===== src/rtl/asmi_flash_responder.sv =====
// SPI (mode 0/3) serial-flash responder for the ASMI active-serial interface.
// Oversamples the SPI pins in the system clock domain and serves a byte-wide memory port.
module asmi_flash_responder #(
    parameter int unsigned ADDR_W       = 24,
    parameter logic [7:0]  DEVICE_ID    = 8'h18,
    parameter int unsigned DUMMY_CYCLES = 8
) (
    input  logic              clk_sys_i,
    input  logic              rst_n_i,
    input  logic              sclk_i,
    input  logic              ncs_i,
    input  logic              mosi_i,
    output logic              miso_o,
    output logic              miso_oe_o,
    output logic [ADDR_W-1:0] mem_addr_o,
    output logic              mem_rd_o,
    input  logic [7:0]        mem_rdata_i,
    output logic              mem_wr_o,
    output logic [7:0]        mem_wdata_o,
    output logic              erase_o,
    input  logic              busy_i
);

    localparam int unsigned DC_W = (DUMMY_CYCLES > 2) ? $clog2(DUMMY_CYCLES) : 1;

    localparam logic [7:0] OP_WREN  = 8'h06;
    localparam logic [7:0] OP_WRDI  = 8'h04;
    localparam logic [7:0] OP_RDSR  = 8'h05;
    localparam logic [7:0] OP_RDID  = 8'h9F;
    localparam logic [7:0] OP_EN4B  = 8'hB7;
    localparam logic [7:0] OP_EX4B  = 8'hE9;
    localparam logic [7:0] OP_READ  = 8'h03;
    localparam logic [7:0] OP_FREAD = 8'h0B;
    localparam logic [7:0] OP_PP    = 8'h02;
    localparam logic [7:0] OP_SE    = 8'hD8;

    typedef enum logic [2:0] {
        S_IDLE,
        S_CMD,
        S_ADDR,
        S_DUMMY,
        S_DOUT,
        S_DIN,
        S_IGNORE
    } state_t;

    // Source of the byte reloaded after each launched byte in DOUT
    typedef enum logic [1:0] {
        K_MEM,
        K_STATUS,
        K_ID
    } kind_t;

    logic [1:0] sclk_sync;
    logic [1:0] ncs_sync;
    logic [1:0] mosi_sync;
    logic       sclk_q;

    logic       sclk_rise;
    logic       sclk_fall;
    logic       ncs_hi;
    logic       mosi_bit;
    logic [7:0] rx_byte;

    state_t            state;
    kind_t             kind;
    logic [7:0]        opcode;
    logic [2:0]        bit_cnt;
    logic [2:0]        out_cnt;
    logic [1:0]        byte_cnt;
    logic [DC_W-1:0]   dummy_cnt;
    logic [6:0]        shift_in;
    logic [7:0]        out_byte;
    logic              rd_dly;
    logic              wel;
    logic              addr4;
    logic              erase_armed;
    logic              wel_clr;

    // Two-flop synchronizers; sclk_q is the delayed copy for edge detection
    always_ff @(posedge clk_sys_i or negedge rst_n_i) begin
        if (!rst_n_i) begin
            sclk_sync <= 2'b00;
            ncs_sync  <= 2'b11;
            mosi_sync <= 2'b00;
            sclk_q    <= 1'b0;
        end else begin
            sclk_sync <= {sclk_sync[0], sclk_i};
            ncs_sync  <= {ncs_sync[0], ncs_i};
            mosi_sync <= {mosi_sync[0], mosi_i};
            sclk_q    <= sclk_sync[1];
        end
    end

    assign sclk_rise = sclk_sync[1] & ~sclk_q;
    assign sclk_fall = ~sclk_sync[1] & sclk_q;
    assign ncs_hi    = ncs_sync[1];
    assign mosi_bit  = mosi_sync[1];
    assign rx_byte   = {shift_in, mosi_bit};

    always_ff @(posedge clk_sys_i or negedge rst_n_i) begin
        if (!rst_n_i) begin
            state       <= S_IDLE;
            kind        <= K_MEM;
            opcode      <= 8'h00;
            bit_cnt     <= 3'd0;
            out_cnt     <= 3'd0;
            byte_cnt    <= 2'd0;
            dummy_cnt   <= '0;
            shift_in    <= 7'd0;
            out_byte    <= 8'h00;
            rd_dly      <= 1'b0;
            wel         <= 1'b0;
            addr4       <= 1'b0;
            erase_armed <= 1'b0;
            wel_clr     <= 1'b0;
            miso_o      <= 1'b0;
            miso_oe_o   <= 1'b0;
            mem_addr_o  <= '0;
            mem_rd_o    <= 1'b0;
            mem_wr_o    <= 1'b0;
            mem_wdata_o <= 8'h00;
            erase_o     <= 1'b0;
        end else begin
            mem_rd_o <= 1'b0;
            mem_wr_o <= 1'b0;
            erase_o  <= 1'b0;
            rd_dly   <= mem_rd_o;

            // Read data arrives one cycle after the strobe
            if (rd_dly) begin
                out_byte <= mem_rdata_i;
            end
            // Page-program address advances after each write, page-local
            if (mem_wr_o) begin
                mem_addr_o[7:0] <= mem_addr_o[7:0] + 8'd1;
            end

            if (ncs_hi) begin
                // Deselect: commit armed erase / WEL clear once, then abort everything
                if (state != S_IDLE) begin
                    erase_o <= erase_armed && (bit_cnt == 3'd0);
                    if (wel_clr) begin
                        wel <= 1'b0;
                    end
                end
                state       <= S_IDLE;
                miso_oe_o   <= 1'b0;
                bit_cnt     <= 3'd0;
                out_cnt     <= 3'd0;
                erase_armed <= 1'b0;
                wel_clr     <= 1'b0;
            end else begin
                if (sclk_rise) begin
                    bit_cnt  <= bit_cnt + 3'd1;
                    shift_in <= rx_byte[6:0];
                end

                case (state)
                    S_IDLE: begin
                        state   <= S_CMD;
                        bit_cnt <= 3'd0;
                        out_cnt <= 3'd0;
                    end

                    S_CMD: begin
                        if (sclk_rise && bit_cnt == 3'd7) begin
                            byte_cnt <= 2'd0;
                            state    <= S_IGNORE;
                            case (rx_byte)
                                OP_WREN: wel   <= 1'b1;
                                OP_WRDI: wel   <= 1'b0;
                                OP_EN4B: addr4 <= 1'b1;
                                OP_EX4B: addr4 <= 1'b0;
                                OP_RDSR: begin
                                    kind     <= K_STATUS;
                                    out_byte <= {6'b0, wel, busy_i};
                                    state    <= S_DOUT;
                                end
                                OP_RDID: begin
                                    kind     <= K_ID;
                                    out_byte <= DEVICE_ID;
                                    state    <= S_DOUT;
                                end
                                OP_READ, OP_FREAD: begin
                                    kind       <= K_MEM;
                                    opcode     <= rx_byte;
                                    mem_addr_o <= '0;
                                    state      <= S_ADDR;
                                end
                                OP_PP, OP_SE: begin
                                    if (wel) begin
                                        opcode     <= rx_byte;
                                        wel_clr    <= 1'b1;
                                        mem_addr_o <= '0;
                                        state      <= S_ADDR;
                                    end
                                end
                                default: state <= S_IGNORE;
                            endcase
                        end
                    end

                    S_ADDR: begin
                        if (sclk_rise) begin
                            // Bits above ADDR_W fall off the top of the shift
                            mem_addr_o <= {mem_addr_o[ADDR_W-2:0], mosi_bit};
                            if (bit_cnt == 3'd7) begin
                                byte_cnt <= byte_cnt + 2'd1;
                                if (byte_cnt == (addr4 ? 2'd3 : 2'd2)) begin
                                    case (opcode)
                                        OP_READ: begin
                                            mem_rd_o <= 1'b1;
                                            state    <= S_DOUT;
                                        end
                                        OP_FREAD: begin
                                            dummy_cnt <= '0;
                                            if (DUMMY_CYCLES == 0) begin
                                                mem_rd_o <= 1'b1;
                                                state    <= S_DOUT;
                                            end else begin
                                                state <= S_DUMMY;
                                            end
                                        end
                                        OP_PP: state <= S_DIN;
                                        OP_SE: begin
                                            erase_armed <= 1'b1;
                                            state       <= S_IGNORE;
                                        end
                                        default: state <= S_IGNORE;
                                    endcase
                                end
                            end
                        end
                    end

                    S_DUMMY: begin
                        if (sclk_rise) begin
                            dummy_cnt <= dummy_cnt + DC_W'(1);
                            if (dummy_cnt == DC_W'(DUMMY_CYCLES - 1)) begin
                                mem_rd_o <= 1'b1;
                                state    <= S_DOUT;
                            end
                        end
                    end

                    S_DOUT: begin
                        if (sclk_fall) begin
                            miso_oe_o <= 1'b1;
                            miso_o    <= out_byte[3'd7 - out_cnt];
                            out_cnt   <= out_cnt + 3'd1;
                            // Bit 0 is on the wire: fetch the next byte
                            if (out_cnt == 3'd7) begin
                                case (kind)
                                    K_MEM: begin
                                        mem_addr_o <= mem_addr_o + ADDR_W'(1);
                                        mem_rd_o   <= 1'b1;
                                    end
                                    K_STATUS: out_byte <= {6'b0, wel, busy_i};
                                    default:  out_byte <= DEVICE_ID;
                                endcase
                            end
                        end
                    end

                    S_DIN: begin
                        if (sclk_rise && bit_cnt == 3'd7) begin
                            mem_wr_o    <= 1'b1;
                            mem_wdata_o <= rx_byte;
                        end
                    end

                    S_IGNORE: begin
                    end

                    default: state <= S_IDLE;
                endcase
            end
        end
    end

endmodule


===== config.mk =====
export PLATFORM = sky130hd
export DESIGN_NAME = asmi_flash_responder
export DESIGN_NICKNAME = d
export VERILOG_FILES = /design/src/rtl/asmi_flash_responder.sv
export SDC_FILE = /design/constraint.sdc
export NUM_CORES = 1
export LEC_CHECK = 0
export BUFFER_PORTS_ARGS = -buffer_cell sky130_fd_sc_hd__buf_4
export CELL_PAD_IN_SITES_DETAIL_PLACEMENT = 2
export CELL_PAD_IN_SITES_GLOBAL_PLACEMENT = 2
export CORE_AREA = 8 8 107 149
export DETAILED_ROUTE_END_ITERATION = 8
export DIE_AREA = 0 0 115 157
export GPL_ROUTABILITY_DRIVEN = 0
export PLACE_DENSITY_LB_ADDON = 0.1
export SETUP_SLACK_MARGIN = 0.1
export SYNTH_ARGS = -nofsm -noshare
export SYNTH_HDL_FRONTEND = slang
export SYNTH_SLANG_ARGS = --single-unit

===== constraint.sdc =====
create_clock -name clk_sys_i -period 2.6 [get_ports clk_sys_i]
set_input_delay 0.13 -clock clk_sys_i [delete_from_list [all_inputs] [get_ports clk_sys_i]]
set_output_delay 0.13 -clock clk_sys_i [all_outputs]
set_load 0.02 [all_outputs]

* Yosys cells after proc, flatten, opt, wreduce, memory -nomap -nowiden *
Cells that the tools add are included.

operators by class
  reduce and logical (&&, ||, !) cells = 45
  equal/unequal tests = 47
  muxes and demuxes = 88
  bitwise gates (word level) = 5
  order comparisons = 1
  add/subtract/negate cells = 7

operator list
  cell                     count
  $mux W24                 6
  $pmux W24 S3             1
  $mux W8                  8
  $pmux W8 S2              4
  $mux W3                  18
  $pmux W24 S2             1
  $eq A8 B8 Y1 const B     5
  $mux W1                  36
  $eq A8 B2 Y1 const B     4
  $reduce_bool A2 Y1       15
  $add A24 B1 Y24 const B  1
  $eq A8 B3 Y1 const B     3
  $ne A3 B3 Y1 const B     8
  $ne A2 B2 Y1 const B     10
  $reduce_and A5 Y1        4
  $eq A3 B3 Y1 const B     6
  $pmux W3 S3              2
  $reduce_bool A3 Y1       6
  $eq A8 B4 Y1 const B     2
  $pmux W3 S5              1
  $reduce_and A7 Y1        2
  $pmux W3 S2              2
  $reduce_and A4 Y1        3
  $add A3 B1 Y3 const B    3
  other kinds (26)         42

word-level totals
  bits of input ports = 14
  output and inout port bits = 37
  flip-flop bits (word level) = 88

* Depth between registers and ports, before layout *
  depth in word-level cells = 7
  gate-level depth with buffers = 9

* Least setup slack after synthesis *
OpenSTA, ideal clock, no wires.

  kind = register -> register
  from = register bit_cnt[0]
  to = register opcode[4]
  path buffers = 0
  cell stages (with the launch flop) = 7
  required time = 2.475 ns
  slack = 0.438 ns
  arrival time = 2.037 ns
  period minus slack after synthesis = 2.162 ns
  path through = dfrtp_1 -> ha_1 -> ha_1 -> nand3b_1 -> nor4_2 -> a21boi_4 -> mux2_2

between the ends
  longest elaborated chain between the ends = 3

ends and longest elaborated chain
  item                         line  RTL
  start: declaration           68    logic [2:0] bit_cnt;
  start signal: assignment     155   bit_cnt <= bit_cnt + 3'd1;
  $eq A3 B3 Y1                 167   if (sclk_rise && bit_cnt == 3'd7) begin
  $logic_and A1 B1 Y1          167
  $reduce_and A5 Y1 (no line)  -
  end signal: assignment       187   opcode <= rx_byte;
  end signal: assignment       193   opcode <= rx_byte;
  end: declaration             67    logic [7:0] opcode;

No other way between the ends.
A chain may end at the register's enable or synchronous reset.

* Worst setup path after layout *
  from = register out_cnt[1]
  to = register mem_addr_o[16]

between the ends
  longest elaborated chain between the ends = 3

ends and longest elaborated chain
  item                         line  RTL
  start: declaration           69    logic [2:0] out_cnt;
  start signal: assignment     251   out_cnt <= out_cnt + 3'd1;
  $eq A3 B3 Y1                 253   if (out_cnt == 3'd7) begin
  $ne A2 B2 Y1 (no line)       -
  $reduce_and A9 Y1 (no line)  -
  end signal: assignment       207   mem_addr_o <= {mem_addr_o[ADDR_W-2:0], mosi_bit};
  end signal: assignment       256   mem_addr_o <= mem_addr_o + ADDR_W'(1);
  end: declaration             15    output logic [ADDR_W-1:0] mem_addr_o,

No other way between the ends.

==> results.txt <==
* Outcome: complete, no violations
* Post-DRT Antenna Nets: 0
- Across the VDD grid, the largest voltage drop is 0.392 mV.
* Final #Nets: 631
- The number of nets handed over by synthesis was 569.
* Placeable core area: 13,700 um^2
- Setup repair after global routing missed its margin: false
- Timing would allow up to 426 MHz.
* Fin crit share: 0.902
- Synth top area share: 0.433
- Crit path required time: 2.88 ns
- Of all cell types, the one taking the most synthesized area is sky130_fd_sc_hd__dfrtp_1.
* Clock latency at the later pin of the worst-skew pair: 0.35 ns
- Power density cells: 690 nW/um^2
- The critical path contains buffers and inverters numbering 0 combined.
- Register area: 2200 um^2
- Summed over all layers, the global routing overflow is 0.
* Clock tree from TritonCTS: yes
- Broken down by cell family, the worst path's largest delay share belongs to simple AND/OR/NAND/NOR gates.
- Layout-stage area growth over the synthesis result: 21.6%
* Largest net degree at the start of global routing: 51
- Count of distinct cell types in the synthesized netlist: 65
- Commonest register cell after synthesis: sky130_fd_sc_hd__dfrtp_1
- Cell Chain, Critical Path: ha_1 -> ha_1 -> nand2_1 -> or4_4 -> nor4_1 -> o21ai_0 -> o21ai_1
* Post-CTS clock slew at the launch and capture registers of the worst setup and hold paths: 0.07 ns
- Starting Density: 0.364
* Post-synthesis cell count: 547
- The worst setup path is captured at a flop.
- DRC: 0
- Final max-slew violation count: 0
- The via count of the first global-routing pass was 5,186.
- Cells taking the most area after synthesis: sky130_fd_sc_hd__dfrtp_1, sky130_fd_sc_hd__nand2_1, sky130_fd_sc_hd__o21ai_0, sky130_fd_sc_hd__mux2i_1, sky130_fd_sc_hd__nor2_1
- Critical path data arrival time: 2.63 ns
- After routing, the total negative slack on setup checks comes to 0 ns.
* CP startpoint kind: flop
* Area of the die: 18,100 um^2
- Share of cells above drive strength 1: 0.204
* Number of flip-flops and latches in the synthesized netlist: 88
- Reported max-cap violation count: 0
* Depth of the CTS H-tree: 3
- In the routed layout, each cell is associated on average with a via count of 5.64.
* Drt first-iter violations: 172
* Number of buffers added on ports: 50
- The repair_antennas step left the layout with diodes totalling 0.
- Summing every instance area after synthesis gives 4970 um^2.
- For the pin with the worst max-slew slack, the measured transition is 0.574 ns.
* DP HPWL: 12.3 mm
- Averaged over all synthesized cells, the footprint is 9.09 um^2.
- Number of failing setup endpoints in the final timing report: 0
- The floorplan has 51 rows.
* First-pass GRT wire length: 27.5 mm
- Final setup skew: 0.00882 ns
- Hold is met by 0.0264 ns.
* First-pass iteration count of the detailed router: 4
* Warnings, synthesis: 0
* Number of filler instances in the final layout: 1,530
- Vias post-DR: 4,504
- Die Span X: 115 um
* Final worst path period need: 2.35 ns
- Number of antenna violations at the first check in global routing: 0
* Combined global-route utilization of all metal layers: 0.195
- The analysis attributes to cell leakage a power of 0.00263 uW.
* Post-synth EDFFs: 0
- Asr flop ratio synth: 1.00
- Counting stages on the worst path, the most repeated cell is sky130_fd_sc_hd__ha_1.
* Total wirelength of the detailed-routed design: 16.6 mm
* Height of the die: 157 um
* Clock net sink count: 88
* Final count of hold timing violations: 0
* Buffers inserted during post-CTS setup optimization: 0
- The critical path is of the reg2reg type.
- Worst min path class: in2reg
- Placed cell areas: 5680 um^2
* Clock root buffer: sky130_fd_sc_hd__clkbuf_16
* CP max stage delay: 0.63 ns
* CTS Buf Count: 9
* Critical path fanouts, max: 5
- Area used by multi-input combinational logic: 2580 um^2
- The slowest stage of the critical path is the sky130_fd_sc_hd__or4_4 cell.
- Max-slew headroom: 0.615
* Maximum clock path buffer count: 2
* Register area share after synthesis: 0.443
- The finished cells cover 6050 um^2.
* Wire length per cell: 20.8 um
- 51 I/O pins were placed.
worst paths after layout:
| path | start | end | slack [ns] | cells past startpoint |
|---|---|---|---|---|
| max in group asynchronous | rst_n_i | opcode[1] | 1.61 | 3 |
| max | out_cnt[1] | mem_addr_o[16] | 0.25 | 7 |
| min in group asynchronous | rst_n_i | mem_addr_o[18] | 0.29 | 2 |
| min reg2reg | sclk_sync[0] | sclk_sync[1] | 0.36 | 0 |
| min | busy_i | out_byte[0] | 0.03 | 2 |
| max reg2reg | out_cnt[1] | mem_addr_o[16] | 0.25 | 7 |
report_power, final:
part / switching, uW / internal, uW
clock: 592 / 849
combinational: 693 / 406
sequential: 169 / 1460
total: 1450 / 2720
placed cells by master, fill, tap and decap left out, drive strengths merged, types with 6 or more instances in the layout:
master	instances
a21oi	24
nor2	33
dfrtp	86
xnor2	9
nor3	15
mux2i	13
nor4	6
xor2	9
a31oi	12
nand3	19
mux2	14
clkbuf	10
o21ai	65
a22oi	7
nand2b	6
and3	7
inv	13
nor2b	8
ha	8
buf	82
nand2	78
nand4	9
cell families after synthesis:
family          share of synthesized area
simple gates                        0.213
compound gates                      0.185
flops                               0.443
buf+inv                            0.0395
mux                                0.0670
xor+xnor                           0.0317
fa+ha+maj                          0.0201
cell type report:
type,instances,share of cell area
Clock buffer,10,0.0379
Sequential cell,88,0.365
Multi-Input combinational cell,412,0.426
Timing Repair Buffer,86,0.111
Clock inverter,6,0.0149
Inverter,12,0.00745
Tap cell,185,0.0383
sequential cells by signal, summed over array words and instances (netlist names), 2 cells and up:
name / cells
mem_addr_o: 24
mem_wdata_o: 8
opcode: 8
out_byte: 8
shift_in: 7
bit_cnt: 3
dummy_cnt: 3
out_cnt: 3
state: 3
byte_cnt: 2
kind: 2
mosi_sync: 2
ncs_sync: 2
sclk_sync: 2
metrics by stage:
| stage | setup slack [ns] | power (uW) | util | std cells |
|---|---|---|---|---|
| 2_1_floorplan | 0.438 | 2310 | - | 547 |
| 3_3_place_gp | 0.278 | 2700 | 0.416 | 779 |
| 3_5_place_dp | 0.181 | 2750 | 0.416 | 779 |
| 4_1_cts | 0.146 | 4210 | 0.442 | 799 |
| 5_1_grt | 0.105 | 4380 | 0.443 | 799 |
| 6_report | 0.255 | 4170 | 0.443 | 799 |
cells in the mapped netlist (3+ instances only):
cell type                  instances
sky130_fd_sc_hd__nor2b_1           8
sky130_fd_sc_hd__mux2_1            5
sky130_fd_sc_hd__a22oi_1           7
sky130_fd_sc_hd__o22ai_1           5
sky130_fd_sc_hd__nand2b_1          6
sky130_fd_sc_hd__nor2_1           33
sky130_fd_sc_hd__nand3b_1          4
sky130_fd_sc_hd__buf_2             7
sky130_fd_sc_hd__and2_1            4
sky130_fd_sc_hd__o41ai_1           4
sky130_fd_sc_hd__o211ai_1          3
sky130_fd_sc_hd__nor4_1            4
sky130_fd_sc_hd__xor2_1            9
sky130_fd_sc_hd__clkbuf_1         24
sky130_fd_sc_hd__nand3_1          18
sky130_fd_sc_hd__nand4_1           9
sky130_fd_sc_hd__ha_1              8
sky130_fd_sc_hd__o21ai_1          13
sky130_fd_sc_hd__nor3_1           15
sky130_fd_sc_hd__dfrtp_1          86
sky130_fd_sc_hd__o21ai_0          52
sky130_fd_sc_hd__nor3b_1           3
sky130_fd_sc_hd__nand2_1          78
sky130_fd_sc_hd__nand4b_1          4
sky130_fd_sc_hd__mux2_2            9
sky130_fd_sc_hd__mux2i_1          13
sky130_fd_sc_hd__inv_1            11
sky130_fd_sc_hd__a31oi_1          12
sky130_fd_sc_hd__or3_1             3
sky130_fd_sc_hd__xnor2_1           9
sky130_fd_sc_hd__o31ai_1           3
sky130_fd_sc_hd__and3_1            7
sky130_fd_sc_hd__a21oi_1          23
timing repair:
| item | CTS | global route |
|---|---|---|
| endpoints found under the setup margin | 0 | 14 |
| endpoints found under the hold margin | 39 | 0 |
| hold buffers | 4 | 0 |
| gates resized for setup | 0 | 1 |
per-layer routing:
layer | up-vias | global-route usage | wire length [um]
met5 | - | 0 | 0
met4 | 0 | 0.0766 | 384
met3 | 26 | 0.0280 | 392
met2 | 60 | 0.371 | 9280
met1 | 2321 | 0.209 | 6550
li1 | 2097 | - | -
Note: power is estimated with default switching activity, not from simulation.
